## src/rtl/uart_ctrl_pkg.sv

```systemverilog
// Shared definitions for the UART controller: FSM state encoding, RX FIFO word
// layout and the parity helper used by both serial directions.
package uart_ctrl_pkg;

   typedef enum logic [2:0] {
      ST_IDLE   = 3'd0,
      ST_START  = 3'd1,
      ST_DATA   = 3'd2,
      ST_PARITY = 3'd3,
      ST_STOP   = 3'd4
   } uart_state_e;

   // RX FIFO word is {perr, ferr, data}; offsets are relative to bit DBIT
   localparam int ERR_FERR_OFS = 0;
   localparam int ERR_PERR_OFS = 1;

   function automatic logic parity_bit(input logic [8:0] data, input logic odd);
      return (^data) ^ odd;
   endfunction

endpackage

```

## src/rtl/uart_ctrl_if.sv

```systemverilog
// Host-side bus of the UART controller: FIFO push/pop handshakes, RX head word
// with its error flags, and the sticky overrun flag.
interface uart_ctrl_if #(parameter int DBIT = 8);

   logic            wr_uart;
   logic [DBIT-1:0] w_data;
   logic            rd_uart;
   logic            clr_ovr;
   logic            tx_full;
   logic            rx_empty;
   logic [DBIT-1:0] r_data;
   logic            rx_perr;
   logic            rx_ferr;
   logic            rx_ovr;

   modport master (
      output wr_uart, w_data, rd_uart, clr_ovr,
      input  tx_full, rx_empty, r_data, rx_perr, rx_ferr, rx_ovr
   );

   modport slave (
      input  wr_uart, w_data, rd_uart, clr_ovr,
      output tx_full, rx_empty, r_data, rx_perr, rx_ferr, rx_ovr
   );

endinterface

```

## src/rtl/uart_fifo.sv

```systemverilog
// First-word-fall-through FIFO of 2**W words of B bits with registered
// full/empty flags; a push into a full FIFO only succeeds alongside a pop.
module uart_fifo #(
   parameter int B = 8,
   parameter int W = 2
) (
   input  logic         clk,
   input  logic         rst,
   input  logic         wr,
   input  logic         rd,
   input  logic [B-1:0] w_data,
   output logic [B-1:0] r_data,
   output logic         full,
   output logic         empty
);

   localparam int DEPTH = 1 << W;

   logic [B-1:0] mem_r [DEPTH];
   logic [W-1:0] wptr_r;
   logic [W-1:0] rptr_r;
   logic         full_r;
   logic         empty_r;
   logic [W-1:0] wptr_succ_s;
   logic [W-1:0] rptr_succ_s;
   logic         wr_en_s;
   logic         rd_en_s;

   // Qualify requests against the current flags and form successor pointers
   always_comb begin
      wr_en_s     = wr & (~full_r | rd);
      rd_en_s     = rd & ~empty_r;
      wptr_succ_s = wptr_r + W'(1);
      rptr_succ_s = rptr_r + W'(1);
   end

   // Storage array; contents are don't-care after reset
   always_ff @(posedge clk) begin
      if (wr_en_s) begin
         mem_r[wptr_r] <= w_data;
      end
   end

   // Pointer and flag update
   always_ff @(posedge clk) begin
      if (rst) begin
         wptr_r  <= '0;
         rptr_r  <= '0;
         full_r  <= 1'b0;
         empty_r <= 1'b1;
      end else if (wr_en_s && rd_en_s) begin
         wptr_r <= wptr_succ_s;
         rptr_r <= rptr_succ_s;
      end else if (wr_en_s) begin
         wptr_r  <= wptr_succ_s;
         empty_r <= 1'b0;
         full_r  <= (wptr_succ_s == rptr_r);
      end else if (rd_en_s) begin
         rptr_r  <= rptr_succ_s;
         full_r  <= 1'b0;
         empty_r <= (rptr_succ_s == wptr_r);
      end else begin
         wptr_r <= wptr_r;
         rptr_r <= rptr_r;
      end
   end

   assign r_data = mem_r[rptr_r];
   assign full   = full_r;
   assign empty  = empty_r;

endmodule

```

## src/rtl/uart_ctrl.sv

```systemverilog
// UART controller: runtime baud tick generator, oversampling RX and TX engines
// with optional parity, and a FIFO in each direction toward the host bus.
module uart_ctrl
   import uart_ctrl_pkg::*;
#(
   parameter int DBIT    = 8,
   parameter int SB_TICK = 16,
   parameter int FIFO_W  = 2,
   parameter int DVSR_W  = 16
) (
   input  logic              clk,
   input  logic              rst,
   input  logic [DVSR_W-1:0] dvsr,
   input  logic              parity_en,
   input  logic              parity_odd,
   input  logic              rx,
   output logic              tx,
   output logic              tick,
   uart_ctrl_if.slave        bus
);

   localparam int S_W = (SB_TICK > 2) ? $clog2(SB_TICK) : 1;
   localparam int N_W = $clog2(DBIT);
   localparam logic [S_W-1:0] S_LAST = S_W'(SB_TICK - 1);
   localparam logic [S_W-1:0] S_HALF = S_W'(SB_TICK / 2 - 1);
   localparam logic [N_W-1:0] N_LAST = N_W'(DBIT - 1);
   localparam int RXW = DBIT + 2;

   logic [DVSR_W-1:0] cnt_r;
   logic              tick_r;
   logic              rx_meta_r;
   logic              rx_sync_r;

   uart_state_e       rx_state_r;
   logic [S_W-1:0]    rx_s_r;
   logic [N_W-1:0]    rx_n_r;
   logic [DBIT-1:0]   rx_b_r;
   logic              rx_pen_r;
   logic              rx_podd_r;
   logic              rx_perr_r;
   logic              rx_ovr_r;
   logic              rx_done_s;
   logic [RXW-1:0]    rx_word_s;
   logic [RXW-1:0]    rx_head_s;
   logic              rx_full_s;
   logic              rx_empty_s;

   uart_state_e       tx_state_r;
   logic [S_W-1:0]    tx_s_r;
   logic [N_W-1:0]    tx_n_r;
   logic [DBIT-1:0]   tx_b_r;
   logic              tx_pen_r;
   logic              tx_par_r;
   logic              tx_r;
   logic              tx_pop_s;
   logic [DBIT-1:0]   tx_head_s;
   logic              tx_full_s;
   logic              tx_empty_s;

   // Baud tick: one pulse every dvsr clocks; a count stranded above a new dvsr restarts silently
   always_ff @(posedge clk) begin
      if (rst) begin
         cnt_r  <= '0;
         tick_r <= 1'b0;
      end else if (dvsr < DVSR_W'(2)) begin
         cnt_r  <= '0;
         tick_r <= 1'b1;
      end else if (cnt_r >= dvsr) begin
         cnt_r  <= '0;
         tick_r <= 1'b0;
      end else if (cnt_r == dvsr - DVSR_W'(1)) begin
         cnt_r  <= '0;
         tick_r <= 1'b1;
      end else begin
         cnt_r  <= cnt_r + DVSR_W'(1);
         tick_r <= 1'b0;
      end
   end

   // Two-flop synchronizer for the asynchronous serial input
   always_ff @(posedge clk) begin
      if (rst) begin
         rx_meta_r <= 1'b1;
         rx_sync_r <= 1'b1;
      end else begin
         rx_meta_r <= rx;
         rx_sync_r <= rx_meta_r;
      end
   end

   // RX engine: mid-bit sampling, parity check on the assembled byte
   always_ff @(posedge clk) begin
      if (rst) begin
         rx_state_r <= ST_IDLE;
         rx_s_r     <= '0;
         rx_n_r     <= '0;
         rx_b_r     <= '0;
         rx_pen_r   <= 1'b0;
         rx_podd_r  <= 1'b0;
         rx_perr_r  <= 1'b0;
      end else begin
         case (rx_state_r)
            ST_IDLE: begin
               if (!rx_sync_r) begin
                  rx_state_r <= ST_START;
                  rx_s_r     <= '0;
                  rx_pen_r   <= parity_en;
                  rx_podd_r  <= parity_odd;
                  rx_perr_r  <= 1'b0;
               end
            end
            ST_START: begin
               if (tick_r) begin
                  if (rx_s_r == S_HALF) begin
                     rx_s_r     <= '0;
                     rx_n_r     <= '0;
                     rx_state_r <= rx_sync_r ? ST_IDLE : ST_DATA;
                  end else begin
                     rx_s_r <= rx_s_r + S_W'(1);
                  end
               end
            end
            ST_DATA: begin
               if (tick_r) begin
                  if (rx_s_r == S_LAST) begin
                     rx_s_r <= '0;
                     rx_b_r <= {rx_sync_r, rx_b_r[DBIT-1:1]};
                     if (rx_n_r == N_LAST) begin
                        rx_state_r <= rx_pen_r ? ST_PARITY : ST_STOP;
                     end else begin
                        rx_n_r <= rx_n_r + N_W'(1);
                     end
                  end else begin
                     rx_s_r <= rx_s_r + S_W'(1);
                  end
               end
            end
            ST_PARITY: begin
               if (tick_r) begin
                  if (rx_s_r == S_LAST) begin
                     rx_s_r     <= '0;
                     rx_perr_r  <= rx_sync_r ^ parity_bit(9'(rx_b_r), rx_podd_r);
                     rx_state_r <= ST_STOP;
                  end else begin
                     rx_s_r <= rx_s_r + S_W'(1);
                  end
               end
            end
            ST_STOP: begin
               if (tick_r) begin
                  if (rx_s_r == S_LAST) begin
                     rx_s_r     <= '0;
                     rx_state_r <= ST_IDLE;
                  end else begin
                     rx_s_r <= rx_s_r + S_W'(1);
                  end
               end
            end
            default: begin
               rx_state_r <= ST_IDLE;
            end
         endcase
      end
   end

   // Stop-bit sample completes the frame and pushes it with its error flags
   always_comb begin
      rx_word_s                      = '0;
      rx_done_s                      = (rx_state_r == ST_STOP) && tick_r && (rx_s_r == S_LAST);
      rx_word_s[DBIT-1:0]            = rx_b_r;
      rx_word_s[DBIT + ERR_FERR_OFS] = ~rx_sync_r;
      rx_word_s[DBIT + ERR_PERR_OFS] = rx_perr_r;
   end

   // Sticky overrun; a new overrun outranks a same-cycle clear
   always_ff @(posedge clk) begin
      if (rst) begin
         rx_ovr_r <= 1'b0;
      end else if (rx_done_s && rx_full_s && !bus.rd_uart) begin
         rx_ovr_r <= 1'b1;
      end else if (bus.clr_ovr) begin
         rx_ovr_r <= 1'b0;
      end else begin
         rx_ovr_r <= rx_ovr_r;
      end
   end

   // TX pops its FIFO in the same cycle it loads the shifter
   always_comb begin
      tx_pop_s = (tx_state_r == ST_IDLE) && !tx_empty_s;
   end

   // TX engine: each bit held for SB_TICK ticks, line idles high
   always_ff @(posedge clk) begin
      if (rst) begin
         tx_state_r <= ST_IDLE;
         tx_s_r     <= '0;
         tx_n_r     <= '0;
         tx_b_r     <= '0;
         tx_pen_r   <= 1'b0;
         tx_par_r   <= 1'b0;
         tx_r       <= 1'b1;
      end else begin
         case (tx_state_r)
            ST_IDLE: begin
               if (!tx_empty_s) begin
                  tx_state_r <= ST_START;
                  tx_s_r     <= '0;
                  tx_b_r     <= tx_head_s;
                  tx_pen_r   <= parity_en;
                  tx_par_r   <= parity_bit(9'(tx_head_s), parity_odd);
                  tx_r       <= 1'b0;
               end else begin
                  tx_r <= 1'b1;
               end
            end
            ST_START: begin
               if (tick_r) begin
                  if (tx_s_r == S_LAST) begin
                     tx_s_r     <= '0;
                     tx_n_r     <= '0;
                     tx_r       <= tx_b_r[0];
                     tx_state_r <= ST_DATA;
                  end else begin
                     tx_s_r <= tx_s_r + S_W'(1);
                  end
               end
            end
            ST_DATA: begin
               if (tick_r) begin
                  if (tx_s_r == S_LAST) begin
                     tx_s_r <= '0;
                     tx_b_r <= {1'b0, tx_b_r[DBIT-1:1]};
                     if (tx_n_r == N_LAST) begin
                        tx_state_r <= tx_pen_r ? ST_PARITY : ST_STOP;
                        tx_r       <= tx_pen_r ? tx_par_r : 1'b1;
                     end else begin
                        tx_n_r <= tx_n_r + N_W'(1);
                        tx_r   <= tx_b_r[1];
                     end
                  end else begin
                     tx_s_r <= tx_s_r + S_W'(1);
                  end
               end
            end
            ST_PARITY: begin
               if (tick_r) begin
                  if (tx_s_r == S_LAST) begin
                     tx_s_r     <= '0;
                     tx_r       <= 1'b1;
                     tx_state_r <= ST_STOP;
                  end else begin
                     tx_s_r <= tx_s_r + S_W'(1);
                  end
               end
            end
            ST_STOP: begin
               if (tick_r) begin
                  if (tx_s_r == S_LAST) begin
                     tx_s_r     <= '0;
                     tx_state_r <= ST_IDLE;
                  end else begin
                     tx_s_r <= tx_s_r + S_W'(1);
                  end
               end
            end
            default: begin
               tx_state_r <= ST_IDLE;
               tx_r       <= 1'b1;
            end
         endcase
      end
   end

   uart_fifo #(.B(DBIT), .W(FIFO_W)) u_tx_fifo (
      .clk    (clk),
      .rst    (rst),
      .wr     (bus.wr_uart),
      .rd     (tx_pop_s),
      .w_data (bus.w_data),
      .r_data (tx_head_s),
      .full   (tx_full_s),
      .empty  (tx_empty_s)
   );

   uart_fifo #(.B(RXW), .W(FIFO_W)) u_rx_fifo (
      .clk    (clk),
      .rst    (rst),
      .wr     (rx_done_s),
      .rd     (bus.rd_uart),
      .w_data (rx_word_s),
      .r_data (rx_head_s),
      .full   (rx_full_s),
      .empty  (rx_empty_s)
   );

   assign tx           = tx_r;
   assign tick         = tick_r;
   assign bus.tx_full  = tx_full_s;
   assign bus.rx_empty = rx_empty_s;
   assign bus.r_data   = rx_head_s[DBIT-1:0];
   assign bus.rx_ferr  = rx_head_s[DBIT + ERR_FERR_OFS];
   assign bus.rx_perr  = rx_head_s[DBIT + ERR_PERR_OFS];
   assign bus.rx_ovr   = rx_ovr_r;

endmodule
```

## src/flat_wrapper.sv

```systemverilog
// flat-port wrapper written by rule: the top's interface ports become plain ports
module uart_ctrl_flat import uart_ctrl_pkg::*;
#(
   parameter int DBIT    = 8,
   parameter int SB_TICK = 16,
   parameter int FIFO_W  = 2,
   parameter int DVSR_W  = 16
)
  (clk, rst, dvsr, parity_en, parity_odd, rx, tx, tick, bus_wr_uart, bus_w_data, bus_rd_uart, bus_clr_ovr, bus_tx_full, bus_rx_empty, bus_r_data, bus_rx_perr, bus_rx_ferr, bus_rx_ovr);
  uart_ctrl_if #(.DBIT(DBIT)) bus_i ();
  input  logic clk;
  input  logic rst;
  input  logic [DVSR_W-1:0] dvsr;
  input  logic parity_en;
  input  logic parity_odd;
  input  logic rx;
  output logic tx;
  output logic tick;
  input wire logic [$bits(bus_i.wr_uart)-1:0] bus_wr_uart;
  input wire logic [$bits(bus_i.w_data)-1:0] bus_w_data;
  input wire logic [$bits(bus_i.rd_uart)-1:0] bus_rd_uart;
  input wire logic [$bits(bus_i.clr_ovr)-1:0] bus_clr_ovr;
  output wire logic [$bits(bus_i.tx_full)-1:0] bus_tx_full;
  output wire logic [$bits(bus_i.rx_empty)-1:0] bus_rx_empty;
  output wire logic [$bits(bus_i.r_data)-1:0] bus_r_data;
  output wire logic [$bits(bus_i.rx_perr)-1:0] bus_rx_perr;
  output wire logic [$bits(bus_i.rx_ferr)-1:0] bus_rx_ferr;
  output wire logic [$bits(bus_i.rx_ovr)-1:0] bus_rx_ovr;
  assign bus_i.wr_uart = bus_wr_uart;
  assign bus_i.w_data = bus_w_data;
  assign bus_i.rd_uart = bus_rd_uart;
  assign bus_i.clr_ovr = bus_clr_ovr;
  assign bus_tx_full = bus_i.tx_full;
  assign bus_rx_empty = bus_i.rx_empty;
  assign bus_r_data = bus_i.r_data;
  assign bus_rx_perr = bus_i.rx_perr;
  assign bus_rx_ferr = bus_i.rx_ferr;
  assign bus_rx_ovr = bus_i.rx_ovr;
  uart_ctrl #(.DBIT(DBIT), .SB_TICK(SB_TICK), .FIFO_W(FIFO_W), .DVSR_W(DVSR_W)) u_core (.clk(clk), .rst(rst), .dvsr(dvsr), .parity_en(parity_en), .parity_odd(parity_odd), .rx(rx), .tx(tx), .tick(tick), .bus(bus_i));
endmodule
```

## config.mk

```make
export PLATFORM = sky130hd
export DESIGN_NAME = uart_ctrl_flat
export DESIGN_NICKNAME = d
export VERILOG_FILES = /design/src/rtl/uart_ctrl_pkg.sv /design/src/rtl/uart_ctrl_if.sv /design/src/rtl/uart_fifo.sv /design/src/rtl/uart_ctrl.sv /design/src/flat_wrapper.sv
export SDC_FILE = /design/constraint.sdc
export NUM_CORES = 1
export LEC_CHECK = 0
export ABC_AREA = 1
export BUFFER_PORTS_ARGS = -buffer_cell sky130_fd_sc_hd__buf_2
export CAP_MARGIN = 20
export CORE_MARGIN = 2
export CORE_UTILIZATION = 40
export CTS_CLUSTER_DIAMETER = 50
export DETAILED_ROUTE_END_ITERATION = 8
export SLEW_MARGIN = 30
export SYNTH_ARGS = -nofsm -noshare
export SYNTH_HDL_FRONTEND = slang
export SYNTH_SLANG_ARGS = --single-unit
```

## constraint.sdc

```tcl
create_clock -name clk -period 2.7 [get_ports clk]
set_input_delay 0.135 -clock clk [delete_from_list [all_inputs] [get_ports clk]]
set_output_delay 0.135 -clock clk [all_outputs]
set_load 0.005 [all_outputs]
```

# == Word-level counts from Yosys, hierarchy flattened ==
# Memories as Yosys holds them, arrays and structs flattened. A register that Yosys moved wholly into a read port is not among the register bits.
# Cells that the tools add are included.
# Widths: inputs -> output; s select.
# word_totals
reg_bits,74
mem_bits_rw,72
in_bits,32
mem_count,2
# op_classes
n_addsub,10
order_cmp,2
n_eq_ne,44
mux,94
n_bitwise,17
reduce_logical,45
# mem_list
name,depth,width,rd,rd_ports_with_merged_regs,wr,line_no,source
u_core.u_rx_fifo.mem_r,4,10,1,1,1,uart_fifo.sv:19,logic [B-1:0] mem_r [DEPTH];
u_core.u_tx_fifo.mem_r,4,8,1,1,1,uart_fifo.sv:19,
# op_table
operator,n
$mux 3,30
$ne 2x1->1 const B,22
$mux 4,8
$mux 2,15
$pmux 3 s5,2
$mux 1,29
$mux 8,3
$reduce_bool 2->1,12
$reduce_and 10->1,2
$reduce_xor 9->1,2
$add 16x1->16 const B,1
$eq 16x16->1,1
$ge 16x16->1,1
$lt 16x2->1 const B,1
$pmux 8 s2,1
$sub 16x1->16 const B,1
$eq 3x2->1 const B,4
$eq 3x3->1 const B,4
$pmux 3 s2,2
$pmux 4 s3,1
$reduce_and 2->1,6
$reduce_and 4->1,3
$reduce_and 6->1,2
$add 2x1->2 const B,4
22 further kinds,55

# == Logic depth before layout (Yosys ltp) ==
# depth
depth_word,9
depth_mapped,15

# == Modules after synthesis ==
# A second synthesis with hierarchy kept.
# unflattened
hier_cells,929
area_unflattened_um2,7813.7
# modules_own_cells
module,instances,cells_per_inst,area_each_um2,seq_area_each_um2
uart_ctrl,1,621,4256.6,1241.2
uart_fifo (u_core.u_rx_fifo),1,164,1920.6,1361.3
uart_fifo (u_core.u_tx_fifo),1,144,1636.6,1121.1

# == Worst setup path before layout ==
# No wires, ideal clock.
# synth_path
kind,register to register
start,register u_core.rx_s_r[0]
end,"memory u_core.u_rx_fifo.mem_r[0][0] in the netlist's numbering, enable pin"
setup_ns,0.376
arrival_time_ns,1.689
required_ns,2.324
path_slack_ns,0.635
path_stages_with_launch,10
n_path_buf,0
cell_sequence,dfxtp_1 > ha_1 > nand2_1 > nor2_1 > nand2_1 > inv_1 > nand2_1 > nor2_1 > inv_1 > nor2_1
# synth_between
elab_chain_cells,5
# synth_rtl
item,line_no,source
"start, declared",uart_ctrl.sv:35,logic [S_W-1:0] rx_s_r;
"start signal, assigned",uart_ctrl.sv:119,rx_s_r <= rx_s_r + S_W'(1);
"start signal, assigned",uart_ctrl.sv:134,rx_s_r <= rx_s_r + S_W'(1);
"start signal, assigned",uart_ctrl.sv:145,rx_s_r <= rx_s_r + S_W'(1);
$eq 4x4->1,uart_ctrl.sv:169,rx_done_s = (rx_state_r == ST_STOP) && tick_r && (rx_s_r == S_LAST);
$logic_and 1x1->1,uart_ctrl.sv:169,
$and 1x1->1,uart_fifo.sv:31,wr_en_s = wr & (~full_r | rd);
$mux 1,uart_fifo.sv:39,if (wr_en_s) begin
$mux 1 (not written as such),uart_fifo.sv:40,mem_r[wptr_r] <= w_data;
"end, declared",uart_fifo.sv:19,
# No other way between the ends.

# == Final worst setup path ==
# layout_path
start,register u_core.rx_s_r[0]
end,"register u_core.u_rx_fifo.full_r, in the netlist u_core.u_rx_fifo.full"
# layout_between
elab_chain_cells,6
word_cells_on_any_way,8
cone_classes,eq/ne (1); mux (1); bitwise (2); reduce/logical (4)
# layout_rtl
item,line_no,source
$eq 4x4->1 *,uart_ctrl.sv:169,
$logic_and 1x1->1 *,uart_ctrl.sv:169,
$and 1x1->1 *,uart_fifo.sv:31,
$logic_and 1x1->1,uart_fifo.sv:51,end else if (wr_en_s && rd_en_s) begin
$not 1->1 (no line),-,
$reduce_and 2->1 (no line),-,
"end signal, assigned",uart_fifo.sv:57,full_r <= (wptr_succ_s == rptr_r);
"end, declared",uart_fifo.sv:22,logic full_r;
# Mark *: on every way between the ends. The rest lies on a longest branch, timed or not.
# A chain may end at the register's enable or synchronous reset.

==> results.tsv <==
stage	metric	value	unit
status	status	complete, no violations	
power	p_leak	0.003697	µW
worst_setup_path	crit_fanout	4	
layout	antenna_cells	0	
sta	finalCriticalPeriod	2.168	ns
worst_hold_path	hp-class	in -> reg	
clock_network	postCtsSetupRepairBufs	0	
global_route	grt_pass1_vias	5657	
clock_network	cts_resized	0	
detailed_routing	drt_first_pass_iters	4	
floorplan	core.rowCount	50	
logic_synthesis	avgSynthCellArea	8.372	µm²
sta	fmax	461.4	MHz
floorplan	die_w	142.2	µm
layout	fin_util	47.14	%
placed_design	dp_hpwl	11650	µm
floorplan	die_height	142.2	µm
flow_run	drv_cap	0	
logic_synthesis	synth_cell_type_count	43	
layout	final_layout_size_suffix_gt1_share	13.26	%
floorplan	initial_core_util	40.82	%
clock_network	path_clk_slew	0.07	ns
logic_synthesis	syn_nets	978	
clock_network	cts_buffers	17	
placed_design	portBuffers	46	
logic_synthesis	synthCells	912	
detailed_routing	avgRoutedWirePerCell	13.01	µm
clock_network	htreeDepth	4	
detailed_routing	postRouteAntennaNets	0	
placed_design	pre_cts_ws	0.5660	ns
detailed_routing	viasPerCell	4.854	
floorplan	ios	47	
clock_network	cts.sinks	150	
worst_setup_path	arrival	2.46	ns
sta	rsz0062_at_grt	false	
logic_synthesis	ys_seq_area_share	48.77	%
clock_network	cts_tree	built	
detailed_routing	drcViolationCount	0	
global_route	grt_max_degree	35	
sta	holdWs	0.02737	ns
logic_synthesis	netlist_top_cells_area	edfxtp_1 28%, dfxtp_1 20%, nand2_1 9.0%	
worst_setup_path	r2r_slack	0.53	ns
detailed_routing	drt-initial-drc-count	310	
layout	nets	1042	
logic_synthesis	synthArstFlopShare	0	%
sta	drv_slew	0	
global_route	antenna_found_initial	0	
clock_network	max-clock-path-buffers	2	
worst_setup_path	reg2reg_depth	12	
logic_synthesis	yosys.area.top_type_share	28.32	%
global_route	globalRouteOverflowTotal	0	
sta	finalSetupViolations	0	
clock_network	clk_latency	0.42	ns
layout	area_delta_synth_final	15.49	%
sta	clock_skew	0.01615	ns
detailed_routing	num_vias	5932	
global_route	track_usage	16.49	%
global_route	grt_pass1_wl	26570	µm
sta	setup_tns	0	ns
floorplan	die_area	0.02021	mm²
logic_synthesis	syn-cell-area	0.007635	mm²
sta	fin_ws	0.5325	ns
floorplan	core-area	0.01871	mm²
worst_hold_path	whs_path_depth	3	
logic_synthesis	yosysWarnings	0	
logic_synthesis	yosysTopAreaCell	edfxtp_1	
clock_network	root_buffer	clkbuf_16	
sta	period_share	80.28	%
logic_synthesis	synth_common_cells	184 x nand2_1, 106 x nor2_1, 99 x inv_1, 78 x dfxtp_1, 72 x edfxtp_1	
logic_synthesis	yosys_register_bits	150	
worst_setup_path	r2r-end	u_core.u_rx_fifo.full$_SDFFE_PP0P_	
worst_setup_path	path_class	reg -> reg	
worst_hold_path	min_from	parity_en	
logic_synthesis	yosysMostFrequentCell	nand2_1	
worst_setup_path	endpoint_kind	flip-flop	
logic_synthesis	synth-main-ff-cell	dfxtp_1	
clock_network	postCtsHoldBufs	10	
detailed_routing	wl	15900	µm
placed_design	gp_congestion	0.8591	
worst_setup_path	worstPathRequired	2.99	ns
worst_hold_path	whs_endpoint	u_core.tx_pen_r$_SDFFE_PP0P_	
logic_synthesis	synth-edff-count	72	
power	pwr_density_cell	773.5	mW/mm²
power	vdd_drop_max	0.4775	mV
sta	hold_violations	0	
sta	relSlewSlack	55.60	%
worst_setup_path	r2r_start	u_core.rx_s_r[0]$_SDFFE_PP0P_	
worst_setup_path	cp-start-kind	flip-flop	
sta	tightest_slew	0.6635	ns
final cells by class:
type                    count  area (µm²)
repair buffers             64       390.4
well taps                 234       292.8
fillers                  1813        9888
clock buffers              18       429.2
flip-flops and latches    150        3724
clock inverters            13       172.7
inverters                 108       405.4
multi-input cells         635        3403
cells in the final DEF, fill, tap and decap left out, types with 4 or more instances in the layout:
master | synthesis | layout
a21oi_1 | 59 | 59
buf_2 | 3 | 46
buf_4 | 1 | 8
clkbuf_16 | 0 | 17
clkinv_4 | 0 | 4
dfxtp_1 | 78 | 78
dlygate4sd3_1 | 0 | 10
edfxtp_1 | 72 | 72
ha_1 | 34 | 34
inv_1 | 99 | 99
inv_2 | 9 | 9
inv_6 | 0 | 4
nand2_1 | 184 | 184
nand2_2 | 4 | 4
nand3_1 | 44 | 44
nand3b_1 | 6 | 6
nand4_1 | 11 | 11
nor2_1 | 106 | 106
nor2_2 | 18 | 18
nor2_4 | 4 | 4
nor3_1 | 8 | 8
o211ai_1 | 8 | 8
o21ai_0 | 67 | 67
o21ai_1 | 7 | 7
o22ai_1 | 13 | 13
or2_2 | 5 | 5
xnor2_1 | 18 | 18
xor2_1 | 20 | 20
layer usage:
metal	vias to the layer above	GRT usage [%]	part of all wire, %
met5	-	0	0
met4	0	5.895	1.8
met3	20	4.307	3.5
met1	2661	20.42	47
met2	88	27.82	48
li1	3163	-	-
flip-flops by register name, summed over array words and instances, names as in the netlist, 4 cells and up, named ones only:
| signal | count |
|---|---|
| u_core.rx_b_r | 8 |
| u_core.rx_s_r | 4 |
| u_core.tx_b_r | 8 |
| u_core.tx_s_r | 4 |
| u_core.u_tx_fifo.mem_r | 32 |
| u_core.cnt_r | 16 |
| u_core.u_rx_fifo.mem_r | 40 |
logic make-up after synthesis:
kind of cell	synth area share (%)
AOI/OAI and AO/OA	11.47
adders and majority gates	5.572
and+or+nand+nor	23.17
buffers and inverters	6.654
xor gates and xnor gates	4.359
DFF	48.77
metrics by stage:
step           total power, µW  std cells  area (µm²)
2_1_floorplan             4071        912        7635
3_3_place_gp              4434       1181        8115
3_5_place_dp              4438       1181        8115
4_1_cts                   6884       1222        8817
5_1_grt                   7289       1222        8817
6_report                  6820       1222        8817
where the power goes:
part / switching (µW) / internal (µW)
logic: 1080 / 568
registers: 164 / 2590
clock network: 952 / 1460
critical path, cell delays in order, from the launching register on:
cell and delay, ns:
dfxtp_1 0.37, ha_1 0.18, nand2_1 0.09, nor2_1 0.15, nand2_1 0.13, inv_1 0.11
nand2_1 0.05, nor2_1 0.23, ha_1 0.30, o21ai_0 0.07, a21oi_1 0.08, a32oi_1 0.22
nor2_1 0.06
worst max-delay path by stage:
stage,from,slack (ns),cells after the start,to
5_1_grt,u_core.rx_s_r[0]$_SDFFE_PP0P_,0.26,12,u_core.u_rx_fifo.full$_SDFFE_PP0P_
6_report,u_core.rx_s_r[0]$_SDFFE_PP0P_,0.53,12,u_core.u_rx_fifo.full$_SDFFE_PP0P_
3_5_place_dp,u_core.rx_s_r[0]$_SDFFE_PP0P_,0.57,12,u_core.u_rx_fifo.full$_SDFFE_PP0P_
3_3_place_gp,u_core.rx_s_r[0]$_SDFFE_PP0P_,0.68,12,u_core.u_rx_fifo.full$_SDFFE_PP0P_
2_1_floorplan,u_core.rx_s_r[0]$_SDFFE_PP0P_,0.64,9,u_core.u_rx_fifo.mem_r[0][0]$_DFFE_PP_
4_1_cts,u_core.rx_s_r[0]$_SDFFE_PP0P_,0.53,12,u_core.u_rx_fifo.full$_SDFFE_PP0P_
Note: power is estimated with default switching activity, not from simulation.
